### config.mk
export PLATFORM = sky130hd
export DESIGN_NAME = bus_dma_master
export DESIGN_NICKNAME = d
export VERILOG_FILES = /design/src/rtl/bus_dma_master.sv
export SDC_FILE = /design/constraint.sdc
export NUM_CORES = 1
export LEC_CHECK = 0
export ABC_AREA = 1
export CORE_ASPECT_RATIO = 1.5
export CORE_MARGIN = 10
export CORE_UTILIZATION = 48
export CTS_BUF_LIST = sky130_fd_sc_hd__clkbuf_4
export DETAILED_ROUTE_END_ITERATION = 8
export GPL_TIMING_DRIVEN = 1
export PLACE_DENSITY_LB_ADDON = 0.3
export SLEW_MARGIN = 20
export SYNTH_ARGS = -nofsm -noshare
export SYNTH_HDL_FRONTEND = slang
export SYNTH_SLANG_ARGS = --single-unit
### constraint.sdc
create_clock -name clk -period 1.95 [get_ports clk]
set_input_delay 0.195 -clock clk [delete_from_list [all_inputs] [get_ports clk]]
set_output_delay 0.195 -clock clk [all_outputs]
set_load 0.01 [all_outputs]
### src/rtl/bus_dma_master.sv
// Block-copy bus master: requests the bus, then reads one word and writes it back
// per iteration until the programmed count is exhausted.
module bus_dma_master #(
    parameter int AW = 8,
    parameter int DW = 32,
    parameter int CW = 8
) (
    input  logic          clk,
    input  logic          reset_n,
    input  logic          start,
    input  logic [AW-1:0] src_addr,
    input  logic [AW-1:0] dst_addr,
    input  logic [CW-1:0] size,
    output logic          busy,
    output logic          done,
    output logic [CW-1:0] remaining,
    output logic          m_req,
    input  logic          m_grant,
    output logic          m_wr,
    output logic [AW-1:0] m_address,
    output logic [DW-1:0] m_dout,
    input  logic [DW-1:0] m_din
);

    typedef enum logic [2:0] {
        S_IDLE,
        S_REQ,
        S_RD,
        S_RWAIT,
        S_WR,
        S_DONE
    } state_t;

    state_t        state;
    state_t        next_state;
    logic [AW-1:0] sp;
    logic [AW-1:0] dp;
    logic [CW-1:0] rem;
    logic [DW-1:0] data_q;
    logic          zero_done;
    logic          launch;

    assign launch = (state == S_IDLE) && start && (size != {CW{1'b0}});

    always_ff @(posedge clk or negedge reset_n) begin
        if (!reset_n) begin
            state <= S_IDLE;
        end else begin
            state <= next_state;
        end
    end

    // Losing the grant anywhere in the read/write cycle discards the word in flight.
    always_comb begin
        next_state = state;
        case (state)
            S_IDLE:  if (launch) next_state = S_REQ;
            S_REQ:   if (m_grant) next_state = S_RD;
            S_RD:    next_state = m_grant ? S_RWAIT : S_REQ;
            S_RWAIT: next_state = m_grant ? S_WR : S_REQ;
            S_WR: begin
                if (!m_grant) begin
                    next_state = S_REQ;
                end else if (rem == {{(CW-1){1'b0}}, 1'b1}) begin
                    next_state = S_DONE;
                end else begin
                    next_state = S_RD;
                end
            end
            S_DONE:  next_state = S_IDLE;
            default: next_state = S_IDLE;
        endcase
    end

    always_ff @(posedge clk or negedge reset_n) begin
        if (!reset_n) begin
            sp        <= {AW{1'b0}};
            dp        <= {AW{1'b0}};
            rem       <= {CW{1'b0}};
            data_q    <= {DW{1'b0}};
            zero_done <= 1'b0;
        end else begin
            zero_done <= (state == S_IDLE) && start && (size == {CW{1'b0}});
            if (launch) begin
                sp  <= src_addr;
                dp  <= dst_addr;
                rem <= size;
            end
            if ((state == S_RWAIT) && m_grant) begin
                data_q <= m_din;
            end
            // Pointers advance only once the write has actually been committed.
            if ((state == S_WR) && m_grant) begin
                sp <= sp + {{(AW-1){1'b0}}, 1'b1};
                dp <= dp + {{(AW-1){1'b0}}, 1'b1};
                if (rem != {CW{1'b0}}) begin
                    rem <= rem - {{(CW-1){1'b0}}, 1'b1};
                end
            end
        end
    end

    always_comb begin
        m_req     = 1'b0;
        m_wr      = 1'b0;
        m_address = {AW{1'b0}};
        m_dout    = {DW{1'b0}};
        busy      = 1'b0;
        done      = zero_done;
        remaining = rem;
        case (state)
            S_REQ: begin
                m_req = 1'b1;
                busy  = 1'b1;
            end
            S_RD, S_RWAIT: begin
                m_req     = 1'b1;
                busy      = 1'b1;
                m_address = sp;
            end
            S_WR: begin
                m_req     = 1'b1;
                busy      = 1'b1;
                m_wr      = 1'b1;
                m_address = dp;
                m_dout    = data_q;
            end
            S_DONE:  done = 1'b1;
            default: ;
        endcase
    end

endmodule

==> impl_metrics.ini <==
[job]
drv_cap = 0

[global_routing]
antenna_found_initial = 0
grt_pass1_wl_um = 15300
grt_max_degree = 65
track_usage_pct = 17.6
globalRouteOverflowTotal = 0
grt_pass1_vias = 3295

[timing]
rsz0062_at_grt = no
setup_viol = 0
skew_ps = 13.0
slew_headroom_pct = 57.7
fmax_mhz = 537
tns_ps = 0
worst_pin_slew_ps = 635
final-hold-violation-count = 0
drv_slew = 0
period_minus_slack_ps = 1860
period_share_pct = 95.5

[setup_path]
crit_family = buffers and inverters
slowest_delay_ps = 410
path_class = reg2out
path_max_fanout = 39
rrSetupSlack_ps = 290
arrival_ps = 1670
crit_path_start_kind = flip-flop
critPathRequiredTime_ps = 1750
slowest_stage = dfrtp_1
end_kind = output pin
worst-path-buf-inv = 3
crit_chain = inv_2, nand3_4, buf_12, o22ai_1, dlygate4sd2_1

[synthesis]
synth_top_area_share_pct = 44.2
synth_seq_cells = 60
async_reset_ff_share_pct = 100
yosysUniqueCellTypes = 35
synth.avg_cell_area_sq_um = 7.08
yosys-top-cells-count = nand2_1, nor2_1, inv_1
synth_top_area_cell = dfrtp_1
synth_edf_count = 0
synthTopCellsByArea = dfrtp_1, nand2_1, nor2_1
ys_seq_area_share_pct = 44.2
yosysMostFrequentCell = nand2_1
synthFlopType = dfrtp_1
yosys_warnings = 0
syn_inst = 480
synth_area_sq_mm = 0.00340
syn_nets = 545

[final_layout]
drive_gt1_share_pct = 7.79
design_area_sq_mm = 0.00474
syn2layout_area_growth_pct = 39.5
antenna_cells = 0
nets = 663

[clock_tree]
clock-root-buffer = clkbuf_4
cts_buffer_depth = 2
clk_latency_ps = 400
cts_made_buffers = 9
cts_tree = built
clock_sinks = 60
htreeDepth = 3
clk_pin_slew_ps = 100

[pwr]
clkPwrFrac_pct = 15.3
pwr-share-seq_pct = 39.8
power.total_mw = 5.53
p_switching_mw = 2.28
leakagePower_nw = 2.65
p_int_mw = 3.25
power.share.combinational_pct = 45.0
ir_drop_mv = 0.790
swShare_pct = 41.2
pwr_density_cell_mw_per_mm2 = 1170

[run_status]
status = complete, no violations

[detailed_routing]
ant_nets = 0
firstDrtPassIters = 4
vias_per_cell = 4.97
drtIter0Drc = 181
routed_wl_um = 9530
drc = 0
num_vias = 3386
wl_per_cell_um = 14.0

[floorplanning]
io_pins = 112
die_x_um = 88.7
std_cell_rows = 37
core-area_sq_mm = 0.00690
die-area_sq_mm = 0.0109
initial_core_util_pct = 49.3
die_y_um = 123

[place]
gp_congestion = 0.888
port_buffers = 111
hpwl_um = 7220
postPlaceCellArea_sq_mm = 0.00461

[hold_path]
hp-class = in2async
power groups by stage:
stage | registers [mW] | logic [mW] | clock network [mW]
2_1_floorplan | 2.18 | 1.58 | 0
6_report | 2.20 | 2.49 | 0.844
3_3_place_gp | 2.19 | 2.43 | 0
3_5_place_dp | 2.22 | 2.53 | 0
5_1_grt | 2.27 | 2.82 | 0.930
4_1_cts | 2.20 | 2.50 | 0.876
registers in the layout, summed over array words and instances, names as in the netlist:
register,count
sp,8
state,3
dp,8
remaining,8
zero_done,1
data_q,32
cell type report:
class	instances	area (sq um)
flip-flops and latches	60	1500
repair buffers	122	1160
clock buffers	9	67.6
inverters	83	313
fillers	595	2150
repair inverters	1	5.00
multi-input cells	321	1530
clock inverters	7	67.6
well taps	78	97.6
per-stage QoR:
step	utilization, %	instances	worst slack [ps]	hold WS, ps
2_1_floorplan	-	480	504	-101
3_3_place_gp	66.8	662	80.7	238
3_5_place_dp	66.8	662	9.45	250
4_1_cts	68.6	681	17.5	333
5_1_grt	68.8	681	5.54	343
6_report	68.8	681	88.7	341
placed cells by master (no fill, tap or decap), types with 2 or more instances in the layout:
| cell type | synthesis | routed |
|---|---|---|
| nand2_1 | 101 | 101 |
| ha_1 | 5 | 5 |
| dlygate4sd2_1 | 0 | 40 |
| clkdlybuf4s15_1 | 0 | 2 |
| xnor2_1 | 3 | 3 |
| nand3_2 | 1 | 3 |
| clkinv_2 | 0 | 4 |
| nor2_1 | 92 | 91 |
| o22ai_1 | 10 | 10 |
| a21oi_1 | 41 | 41 |
| dfrtp_1 | 60 | 59 |
| o21ai_0 | 11 | 11 |
| nor2_4 | 1 | 2 |
| clkinvlp_4 | 0 | 2 |
| nand3_1 | 34 | 31 |
| nand2_2 | 2 | 2 |
| xor2_1 | 2 | 2 |
| clkdlybuf4s50_1 | 0 | 66 |
| buf_12 | 0 | 2 |
| clkbuf_4 | 0 | 9 |
| buf_4 | 2 | 8 |
| nand4_1 | 4 | 4 |
| inv_1 | 79 | 79 |
| inv_2 | 3 | 3 |
| nand2_4 | 2 | 2 |
worst paths after layout:
kind                               from  cells past startpoint            to
setup / recovery               state[0]                      5  m_address[0]
hold / removal                  reset_n                      2     data_q[5]
setup reg to reg           remaining[6]                      6  remaining[5]
hold reg to reg                   sp[4]                      2         sp[4]
max in group asynchronous       reset_n                      3      state[2]
min in group clk               m_din[7]                      3     data_q[7]
metal layers:
| metal | wire (um) | up-vias | global-route usage [%] | part of all wire [%] |
|---|---|---|---|---|
| li1 | - | 1722 | - | - |
| met1 | 3750 | 1543 | 19.2 | 39 |
| met2 | 4980 | 114 | 31.7 | 52 |
| met3 | 700 | 7 | 4.81 | 7.3 |
| met4 | 93 | 0 | 6.09 | 0.98 |
| met5 | 0 | - | 0 | 0 |
cell families (layout without fill, tap and decap cells):
logic type	after synthesis	in the layout	synth area share [%]
compound gates	68	68	10.8
xor+xnor	5	5	1.29
fa+ha+maj	5	5	1.84
buf+inv	99	222	11.8
flops	60	60	44.2
simple gates	243	243	30.1
what timing repair did:
item	4_1_cts	5_1_grt
setup endpoints to repair	44	6
buffers inserted	1	0
hold buffers	1	0
gates resized for setup	49	7
cloned	1	0
endpoints found under the hold margin	27	0
Note: power is estimated with default switching activity, not from simulation.
